File: config.mk
export PLATFORM = sky130hd
export DESIGN_NAME = jk_cmd_sequencer
export DESIGN_NICKNAME = d
export VERILOG_FILES = /design/src/rtl/jk_seq_pkg.sv /design/src/rtl/jk_cmd_fifo.sv /design/src/rtl/jk_cmd_sequencer.sv
export SDC_FILE = /design/constraint.sdc
export NUM_CORES = 1
export LEC_CHECK = 0
export BUFFER_PORTS_ARGS = -buffer_cell sky130_fd_sc_hd__buf_2
export CORE_ASPECT_RATIO = 1.2
export CORE_UTILIZATION = 52
export DETAILED_ROUTE_END_ITERATION = 6
export HOLD_SLACK_MARGIN = 0.15
export PLACE_DENSITY = 0.74
export SLEW_MARGIN = 20
export SYNTH_ARGS = -nofsm -noshare
export SYNTH_HDL_FRONTEND = slang
export SYNTH_SLANG_ARGS = --single-unit
File: constraint.sdc
create_clock -name clk -period 2.3 [get_ports clk]
set_input_delay 0.345 -clock clk [delete_from_list [all_inputs] [get_ports clk]]
set_output_delay 0.345 -clock clk [all_outputs]
set_load 0.01 [all_outputs]
File: src/rtl/jk_seq_pkg.sv
// Shared encodings for the JK command sequencer: op codes and FSM states.
package jk_seq_pkg;

  localparam logic [1:0] OP_HOLD   = 2'b00;
  localparam logic [1:0] OP_RESET  = 2'b01;
  localparam logic [1:0] OP_SET    = 2'b10;
  localparam logic [1:0] OP_TOGGLE = 2'b11;

  typedef enum logic {
    ST_IDLE  = 1'b0,
    ST_ISSUE = 1'b1
  } state_t;

endpackage

File: src/rtl/jk_cmd_fifo.sv
// Command queue for the JK sequencer: circular buffer with occupancy count and
// synchronous flush. Push is refused when full even if a pop happens that cycle.
module jk_cmd_fifo #(
  parameter int DEPTH = 4,
  parameter int W     = 6
) (
  input  logic                     clk,
  input  logic                     rst_n,
  input  logic                     push,
  input  logic [W-1:0]             wdata,
  input  logic                     pop,
  output logic [W-1:0]             rdata,
  input  logic                     flush,
  output logic                     full,
  output logic                     empty,
  output logic [$clog2(DEPTH):0]   level
);
  localparam int AW = $clog2(DEPTH);

  logic [DEPTH-1:0][W-1:0] mem;
  logic [AW-1:0]           wr_ptr, rd_ptr;
  logic [AW:0]             count;
  logic                    do_push, do_pop;

  assign full    = (count == (AW+1)'(DEPTH));
  assign empty   = (count == '0);
  assign level   = count;
  assign rdata   = mem[rd_ptr];
  assign do_push = push && !full;
  assign do_pop  = pop && !empty;

  always_ff @(posedge clk or negedge rst_n) begin
    if (!rst_n) begin
      wr_ptr <= '0;
      rd_ptr <= '0;
      count  <= '0;
    end else if (flush) begin
      wr_ptr <= '0;
      rd_ptr <= '0;
      count  <= '0;
    end else begin
      if (do_push) wr_ptr <= wr_ptr + 1'b1;
      if (do_pop)  rd_ptr <= rd_ptr + 1'b1;
      case ({do_push, do_pop})
        2'b10:   count <= count + 1'b1;
        2'b01:   count <= count - 1'b1;
        default: count <= count;
      endcase
    end
  end

  // Storage needs no reset: occupancy gates every read.
  always_ff @(posedge clk) begin
    if (do_push && !flush) mem[wr_ptr] <= wdata;
  end

endmodule

File: src/rtl/jk_cmd_sequencer.sv
// Queues {op,cnt} commands and drives registered j,k for cnt+1 cycles each.
// Define JK_SEQ_SHADOW_EN to get a shadow model of downstream q on q_exp.
module jk_cmd_sequencer
  import jk_seq_pkg::*;
#(
  parameter int DEPTH = 4,
  parameter int CNT_W = 4
) (
  input  logic                   clk,
  input  logic                   rst_n,
  input  logic                   in_valid,
  output logic                   in_ready,
  input  logic [1:0]             in_op,
  input  logic [CNT_W-1:0]       in_cnt,
  input  logic                   flush,
  output logic                   j,
  output logic                   k,
  output logic                   busy,
  output logic [$clog2(DEPTH):0] level,
  output logic                   q_exp
);
  localparam int CW = 2 + CNT_W;

  state_t             state, state_nx;
  logic [CNT_W-1:0]   rem, rem_nx;
  logic               j_nx, k_nx;
  logic               pop, full, empty, push;
  logic [CW-1:0]      head;

  assign in_ready = !full && !flush;
  assign push     = in_valid && in_ready;
  assign busy     = (state == ST_ISSUE);

  jk_cmd_fifo #(.DEPTH(DEPTH), .W(CW)) u_fifo (
    .clk   (clk),
    .rst_n (rst_n),
    .push  (push),
    .wdata ({in_op, in_cnt}),
    .pop   (pop),
    .rdata (head),
    .flush (flush),
    .full  (full),
    .empty (empty),
    .level (level)
  );

  always_ff @(posedge clk or negedge rst_n) begin
    if (!rst_n) begin
      state <= ST_IDLE;
      rem   <= '0;
      j     <= 1'b0;
      k     <= 1'b0;
    end else begin
      state <= state_nx;
      rem   <= rem_nx;
      j     <= j_nx;
      k     <= k_nx;
    end
  end

  always_comb begin
    state_nx = state;
    rem_nx   = rem;
    j_nx     = j;
    k_nx     = k;
    pop      = 1'b0;
    if (flush) begin
      state_nx = ST_IDLE;
      rem_nx   = '0;
      j_nx     = 1'b0;
      k_nx     = 1'b0;
    end else begin
      case (state)
        ST_IDLE: begin
          j_nx = 1'b0;
          k_nx = 1'b0;
          if (!empty) begin
            pop          = 1'b1;
            {j_nx, k_nx} = head[CW-1 -: 2];
            rem_nx       = head[CNT_W-1:0];
            state_nx     = ST_ISSUE;
          end
        end
        ST_ISSUE: begin
          if (rem != '0) begin
            rem_nx = rem - 1'b1;
          end else if (!empty) begin
            // chain straight into the next command, no idle cycle
            pop          = 1'b1;
            {j_nx, k_nx} = head[CW-1 -: 2];
            rem_nx       = head[CNT_W-1:0];
          end else begin
            state_nx = ST_IDLE;
            j_nx     = 1'b0;
            k_nx     = 1'b0;
          end
        end
        default: begin
          state_nx = ST_IDLE;
          j_nx     = 1'b0;
          k_nx     = 1'b0;
        end
      endcase
    end
  end

`ifdef JK_SEQ_SHADOW_EN
  logic q_shadow;
  always_ff @(posedge clk or negedge rst_n) begin
    if (!rst_n) begin
      q_shadow <= 1'b0;
    end else begin
      case ({j, k})
        OP_RESET:  q_shadow <= 1'b0;
        OP_SET:    q_shadow <= 1'b1;
        OP_TOGGLE: q_shadow <= ~q_shadow;
        default:   q_shadow <= q_shadow;
      endcase
    end
  end
  assign q_exp = q_shadow;
`else
  assign q_exp = 1'b0;
`endif

endmodule

======== Word-level counts from Yosys, hierarchy flattened ========
Cells that the tools add are included.
storage, ports and cells
  register bits ........................... 38
  word-level logic and storage cells ...... 68
  output and inout bits ................... 8
  latch bits .............................. 0
  ROM bits ................................ 0
  memory bits (writable) .................. 0
  memories ................................ 0
  bits of input ports ..................... 10
operators by class
  shift operators ......................... 0
  add/subtract/negate cells ............... 5
  reductions and logical operators ........ 14
  equality and inequality tests ........... 4
  $mul .................................... 0
  div/mod/pow operators ................... 0
  bitwise logic cells ..................... 1
  magnitude comparators ................... 3
  mux-type cells .......................... 30
operators with widths
  kind                   number
  $bwmux W24             1
  $bmux W6 S2            1
  $demux W6 S2           1
  $mux W4                3
  $mux W6                2
  $mux W1                11
  $mux W2                4
  $pmux W1 S2            4
  $pmux W4 S2            1
  $logic_and A1 B1 Y1    6
  $lt A2 B3 Y1 const B   2
  $pmux W3 S2            1
  $add A2 B1 Y2 const B  2
  $reduce_bool A2 Y1     2
  $reduce_bool A4 Y1     1
  $sub A4 B1 Y4 const B  1
  $add A3 B1 Y3 const B  1
  $eq A3 B3 Y1 const B   1
  $logic_not A1 Y1       3
  $logic_not A3 Y1       1
  $mux W3                1
  $ne A3 B3 Y1 const B   1
  $reduce_bool A3 Y1     1
  $sub A3 B1 Y3 const B  1
  4 further kinds        4

======== Longest topological paths before layout ========
Gate-level depths: netlist (run 1).
  depth after elaboration ................. 9
  depth in mapped cells ................... 9
  gate-level depth less buffers ........... 9

======== Modules after synthesis ========
From an unflattened synthesis (run 1), not the netlist that was laid out.
second synthesis, totals
  cells, all modules ...................... 146
  area total of the unflattened synthesis .. 1939.4 µm²
modules (own cells, without submodules)
  module            seq. area each (µm²)  instances  area an instance (µm²)  cells an instance
  jk_cmd_fifo       895.9                 1          1478.9                  99
  jk_cmd_sequencer  175.2                 1          460.4                   47

======== Worst setup path before layout (run 1) ========
No wires, ideal clock.
  kind .................................... register to register
  start ................................... reg rem[0]
  end ..................................... reg u_fifo.count[1], in the netlist u_fifo.level[1]
  period minus slack after synthesis ...... 2.256 ns
  arrival time ............................ 2.130 ns
  setup slack ............................. 0.044 ns
  buffers on the path ..................... 0
  library setup time ...................... 0.126 ns
  cell stages (with the launch flop) ...... 10
  data required time ...................... 2.174 ns
  cells stage by stage .................... dfrtp_1 -> inv_1 -> ha_1 -> nor3b_2 -> nor2_1 -> nor4_1 -> fa_1 -> nor2b_1 -> nand3b_1 -> nand3_1
on the way
  cells in the longest elaborated chain, start to end .. 8
  elaborated cells on any way between the ends .. 10
  classes of those cells .................. eq/ne: 2; mux: 5; reduce/logical: 3
ends and longest elaborated chain
  item                                          line                    RTL
  from (decl)                                   jk_cmd_sequencer.sv:25  logic [CNT_W-1:0] rem, rem_nx;
  from (signal assigned)                        jk_cmd_sequencer.sv:55  rem <= rem_nx;
  $reduce_bool A4 Y1 *                          jk_cmd_sequencer.sv:85  if (rem != '0) begin
  $mux W1 *                                     jk_cmd_sequencer.sv:85
  $pmux W1 S2 *                                 jk_cmd_sequencer.sv:73  case (state)
  $mux W1 *                                     jk_cmd_sequencer.sv:67  if (flush) begin
  $logic_and A1 B1 Y1 *                         jk_cmd_fifo.sv:30       assign do_pop = pop && !empty;
  $eq A2 B1 Y1 or $eq A2 B2 Y1 (tied branches)  jk_cmd_fifo.sv:44       case ({do_push, do_pop})
  $pmux W3 S2                                   jk_cmd_fifo.sv:44
  $mux W3                                       jk_cmd_fifo.sv:37       end else if (flush) begin
  to (signal assigned)                          jk_cmd_fifo.sv:45       2'b10: count <= count + 1'b1;
  to (signal assigned)                          jk_cmd_fifo.sv:46       2'b01: count <= count - 1'b1;
  to (signal assigned)                          jk_cmd_fifo.sv:47       default: count <= count;
  to (decl)                                     jk_cmd_fifo.sv:22       logic [AW:0] count;
Every way passes the cells marked *; elsewhere a longest branch is shown, timed or not.
A chain may end at the register's enable or synchronous reset.

======== Worst setup path in the final report (run 1) ========
Ends and elaborated chain as after synthesis.

==> reports/results.txt, run 1 <==
run status: complete, no violations
worst endpoint data arrival time: 2320 ps
H-tree depth: 2
Layout area overhead: 14.5%
worst reg2reg endpoint: u_fifo.level[1]
placer congestion estimate: 0.874
CTS Buf Count: 5
first-pass GRT wire length: 5430 um
Worst Hold Path EP: u_fifo.mem[22]
critical-path cell list: inv_1, ha_1, nor3b_2, nor2_1, nor4_2, fa_1, nor2b_1, nand3b_1, nand3_1
core box area: 3310 um^2
Clock Latency Late Sink: 290 ps
Fin. Hold Viols: 0
die area: 3690 um^2
GRT Total Usage: 20.0%
Remaining Overflow, GRT: 0
leakage: 0.801 nW
worst vdd ir: 0.626 mV
hold_sp: in_op[0]
Post-synth top flop: edfxtp_1
row cnt: 23
critical path fanouts, max: 4
Fin Setup TNS: 0 ps
Final Cycle Share: 93.0%
Max Cap Viol: 0
DR WL/cell: 16.6 um
Seq/Total Area, Yosys: 59.8%
final antenna-violating net count: 0
CTS tree: built
Detailed Place HPWL: 2290 um
Synth Area in XOR/XNOR: 1.47%
FF-to-FF setup slack: 160 ps
CP required: 2480 ps
Via density: 5.93
top-area cell type share of the netlist area: 40.2%
# IOs: 18
pin count of the biggest net entering global routing: 21
fin crit period: 2140 ps
area share of and/or/nand/nor cells after synthesis: 12.2%
Avg Cell Area, Syn: 13.2 um^2
Finished Layout Cells: 196
Power Density: 1110 nW/um^2
FF/Latch Area: 1070 um^2
Critical R2R Launch: rem[0]
layout filler cell count: 257
clock edge transition at the registers on the reported setup and hold paths: 80 ps
Crit Path Class: register to register
fin nets: 175
Root Driver: clkbuf_8
flops & latches, synth: 38
type of the most critical hold path: primary input to register
Post-synth EDFFs: 24
Longest Clk Path Bufs: 2
adder-cell share of the synthesized area: 5.31%
setup violators final: 0
die height: 66.3 um
Initial Util: 54.1%
RSZ-0062 raised after global routing: false
critical path's slowest cell: fa_1
Synth Instances: 136
Synth area leader: edfxtp_1
CP startpoint kind: register
worst hold path depth: 1
drt total wl: 3250 um
placed cells: 187
n_diodes: 0
PortBufs: 16
asr flop ratio synth: 36.8%
1st-iter DRT viols: 52
die width: 55.6 um
Worst Skew: 8.14 ps
Setup crit end kind: register
CTS sink cnt: 38
main combinational cell family by area after synthesis: simple AND/OR/NAND/NOR gates
post-synthesis cell area: 1790 um^2
Multi-input gate area: 673 um^2
largest cells by area after synthesis: edfxtp_1 (40%), dfrtp_1 (20%), mux4_2 (7.5%), ha_1 (4.2%), nor2_1 (2.5%)
Net Count, Synth: 153
Compound-Gate Fraction of Synth Area: 9.92%
Vias: 1163
pins over their slew limit: 0
yosys warns: 0
1st-pass router iterations: 4
# DRC: 0
R2R cell count: 9
vias in the first global route: 1213
number of library cell types mapped by synthesis: 42
initial antenna violation count: 0
layout cells sized above 1: 23.9%
Highest Clock Rate: 468 MHz
CP peak stage delay: 450 ps
post-synthesis mux area share: 8.17%
==> routing by layer <==
metal  vias to the layer above  GRT usage (%)  wire, um
met4                         0           11.6        26
met5                         -              0         0
li1                        553              -         -
met2                        26           34.6      1710
met1                       580           22.5      1390
met3                         4           4.89       127
==> registers in the layout, summed over array words and instances, names as in the netlist <==
name           flops
u_fifo.mem        24
rem                4
u_fifo.wr_ptr      2
k                  1
u_fifo.level       3
j                  1
busy               1
u_fifo.rd_ptr      2
==> synth_stat cells, types with 3 or more instances <==
cell / count
edfxtp_1: 24
nor2_1: 12
nor2b_1: 3
inv_1: 6
ha_1: 6
mux4_2: 6
clkbuf_1: 3
dfrtp_1: 14
a21oi_1: 8
nor3_1: 4
and3_1: 4
nand2_1: 6
==> logic make-up after synthesis <==
group	Yosys count
compound gates	26
other cells	1
simple gates	41
fa+ha+maj	7
mux	7
xor+xnor	3
buf+inv	13
flops	38
==> worst max-delay path, delay by kind of cell (launching register included) <==
kind / cells / cell delay, ps
adder cells (fa/ha/maj): 2 / 620
flip-flops: 1 / 420
buffers and inverters: 1 / 90
AND/OR/NAND/NOR: 6 / 890
==> worst max-delay path by stage <==
stage	from	to	slack, ps	cells after the start
after floorplan	rem[0]	u_fifo.level[1]	40	9
after detailed placement	rem[0]	u_fifo.level[1]	140	9
after global placement	rem[0]	u_fifo.level[1]	230	9
final	rem[0]	u_fifo.level[1]	160	9
after CTS	rem[0]	u_fifo.level[1]	130	9
after global routing	rem[0]	u_fifo.level[1]	40	9
==> placed cells by master, fill, tap and decap left out, drive strengths merged, types with 3 or more instances in the layout <==
cell type	n
a21oi	9
and3	4
buf	20
clkbuf	5
dfrtp	14
edfxtp	24
ha	6
inv	7
mux4	6
nand2	6
nor2	12
nor2b	3
nor3	4
==> what timing repair did <==
action | CTS | global route
hold buffers | 1 | 0
hold endpoints to repair | 14 | 0
gates resized for setup | 0 | 1
setup endpoints to repair | 0 | 1
buffers inserted | 0 | 0
==> area by class of cell <==
type | instances | share of cell area [%]
repair buffers | 21 | 5.86
multi-input cells | 85 | 32.8
flip-flops and latches | 38 | 52.2
inverters | 7 | 1.28
clock inverters | 3 | 2.20
well taps | 37 | 2.26
clock buffers | 5 | 3.36
==> report_power, final <==
part / internal, mW / switching [mW]
logic: 0.352 / 0.402
clock network: 0.322 / 0.239
registers: 0.825 / 0.136
==> metrics by stage <==
| step | hold WS [ps] | worst slack (ps) | area, um^2 | power (mW) | util, % |
|---|---|---|---|---|---|
| 2_1_floorplan | 49.4 | 43.5 | 1790 | 1.47 | - |
| 3_3_place_gp | 261 | 228 | 1920 | 1.68 | 58.0 |
| 3_5_place_dp | 266 | 142 | 1920 | 1.72 | 58.0 |
| 4_1_cts | 252 | 128 | 2040 | 2.28 | 61.8 |
| 5_1_grt | 258 | 39.0 | 2050 | 2.41 | 62.0 |
| 6_report | 264 | 162 | 2050 | 2.28 | 62.0 |
Note: power is estimated with default switching activity, not from simulation.
==> inputs of run 2 (changes only) <==
==> constraint.sdc (replaced) <==
create_clock -name clk -period 2.3 [get_ports clk]
set_input_delay 0.46 -clock clk [delete_from_list [all_inputs] [get_ports clk]]
set_output_delay 0.46 -clock clk [all_outputs]
set_load 0.01 [all_outputs]
==> reports/results.txt, run 2 (same netlist as run 1, synthesis figures left out) <==
die height: 66.3 um
DR WL/cell: 16.5 um
Core Util, Final: 62.2%
max FFs per register: 24
Detailed Place HPWL: 2360 um
Multi-input gate area: 673 um^2
die area: 3690 um^2
most frequent cells in the layout: edfxtp_1 (24), buf_2 (16), dfrtp_1 (14), nor2_1 (12), a21oi_1 (8)
row cnt: 23
final antenna-violating net count: 0
FF-to-FF setup slack: 170 ps
Critical R2R Launch: rem[0]
RSZ-0062 raised after global routing: false
Fin Setup TNS: 0 ps
R2R cell count: 9
fin nets: 176
Power Density: 1100 nW/um^2
Post-CTS Setup Bufs: 0
Clock Latency Late Sink: 290 ps
Worst Hold Path EP: u_fifo.mem[3]
Crit Path Class: register to register
core box area: 3310 um^2
Final Power: 2.26 mW
initial antenna violation count: 0
most common cell after layout, fill and taps aside: edfxtp_1
H-tree depth: 2
clock edge transition at the registers on the reported setup and hold paths: 80 ps
Max Cap Viol: 0
1st-iter DRT viols: 31
Fin. Hold Viols: 0
hold slack: 383 ps
first-pass GRT wire length: 5640 um
worst endpoint data arrival time: 2300 ps
GRT Total Usage: 21.3%
layout cells sized above 1: 24.4%
n_diodes: 0
CTS Buf Count: 5
CP required: 2480 ps
Setup crit end kind: register
slack of the critical path: 175 ps
Vias: 1164
Root Driver: clkbuf_8
pins over their slew limit: 0
PortBufs: 16
Via density: 5.91
CTS tree: built
pin count of the biggest net entering global routing: 20
# IOs: 18
Initial Util: 54.1%
Remaining Overflow, GRT: 0
Worst Skew: 7.43 ps
Layout area overhead: 14.9%
vias in the first global route: 1224
type of the most critical hold path: primary input to register
Critical Path Source: rem[0]
run status: complete, no violations
placer congestion estimate: 0.876
worst reg2reg endpoint: u_fifo.level[1]
CTS sink cnt: 38
CP startpoint kind: register
Final Cycle Share: 92.4%
fin crit period: 2130 ps
drt total wl: 3260 um
Biggest register: u_fifo.mem
setup violators final: 0
critical path fanouts, max: 4
FF/Latch Area: 1070 um^2
pre-CTS WS: 135 ps
Highest Clock Rate: 471 MHz
# DRC: 0
1st-pass router iterations: 4
layout filler cell count: 259
Longest Clk Path Bufs: 2
hold_sp: in_cnt[3]
leakage: 0.806 nW
die width: 55.6 um
worst vdd ir: 0.674 mV
worst hold path depth: 1
[run 2: what timing repair did]
item / in CTS / in global routing
endpoints found under the hold margin: 14 / 0
gates resized for setup: 0 / 1
endpoints found under the setup margin: 0 / 1
hold buffers: 1 / 0
[run 2: worst max-delay path by stage]
stage | to | slack, ps
after floorplan | u_fifo.level[1] | 40
after global placement | u_fifo.level[1] | 250
after detailed placement | u_fifo.level[1] | 140
after CTS | u_fifo.level[1] | 120
after global routing | u_fifo.level[1] | 20
final | u_fifo.level[1] | 170
[run 2: final cells by class]
cell class,count,share of cell area [%]
clock buffers,5,3.34
clock inverters,3,2.19
inverters,7,1.28
multi-input cells,85,32.7
flip-flops and latches,38,52.0
well taps,37,2.25
repair buffers,22,6.20
[run 2: per-layer routing]
layer,vias to the layer above,GRT usage (%),wire length (um)
li1,555,-,-
met1,569,24.2,1350
met2,33,35.8,1720
met3,7,6.26,132
met4,0,12.2,58
met5,-,0,0
[run 2: worst max-delay path, cell delays in order, from the launching register on]
cell	delay, ps
dfrtp_1	420
inv_1	100
ha_1	180
nor3b_2	200
nor2_1	90
nor4_2	270
fa_1	440
nor2b_1	150
nand3b_1	90
nand3_1	70
[run 2: power by group]
part	leakage [nW]	total [mW]	switching, mW	internal, mW
clock network	0.0504	0.555	0.233	0.322
logic	0.351	0.749	0.398	0.351
registers	0.405	0.959	0.133	0.826
total	0.806	2.26	0.764	1.50
[run 2: metrics by stage]
stage | area, um^2 | instances
detailed placement | 1930 | 188
CTS | 2050 | 197
floorplan | 1790 | 136
global route | 2060 | 197
finish | 2060 | 197
global placement | 1930 | 188
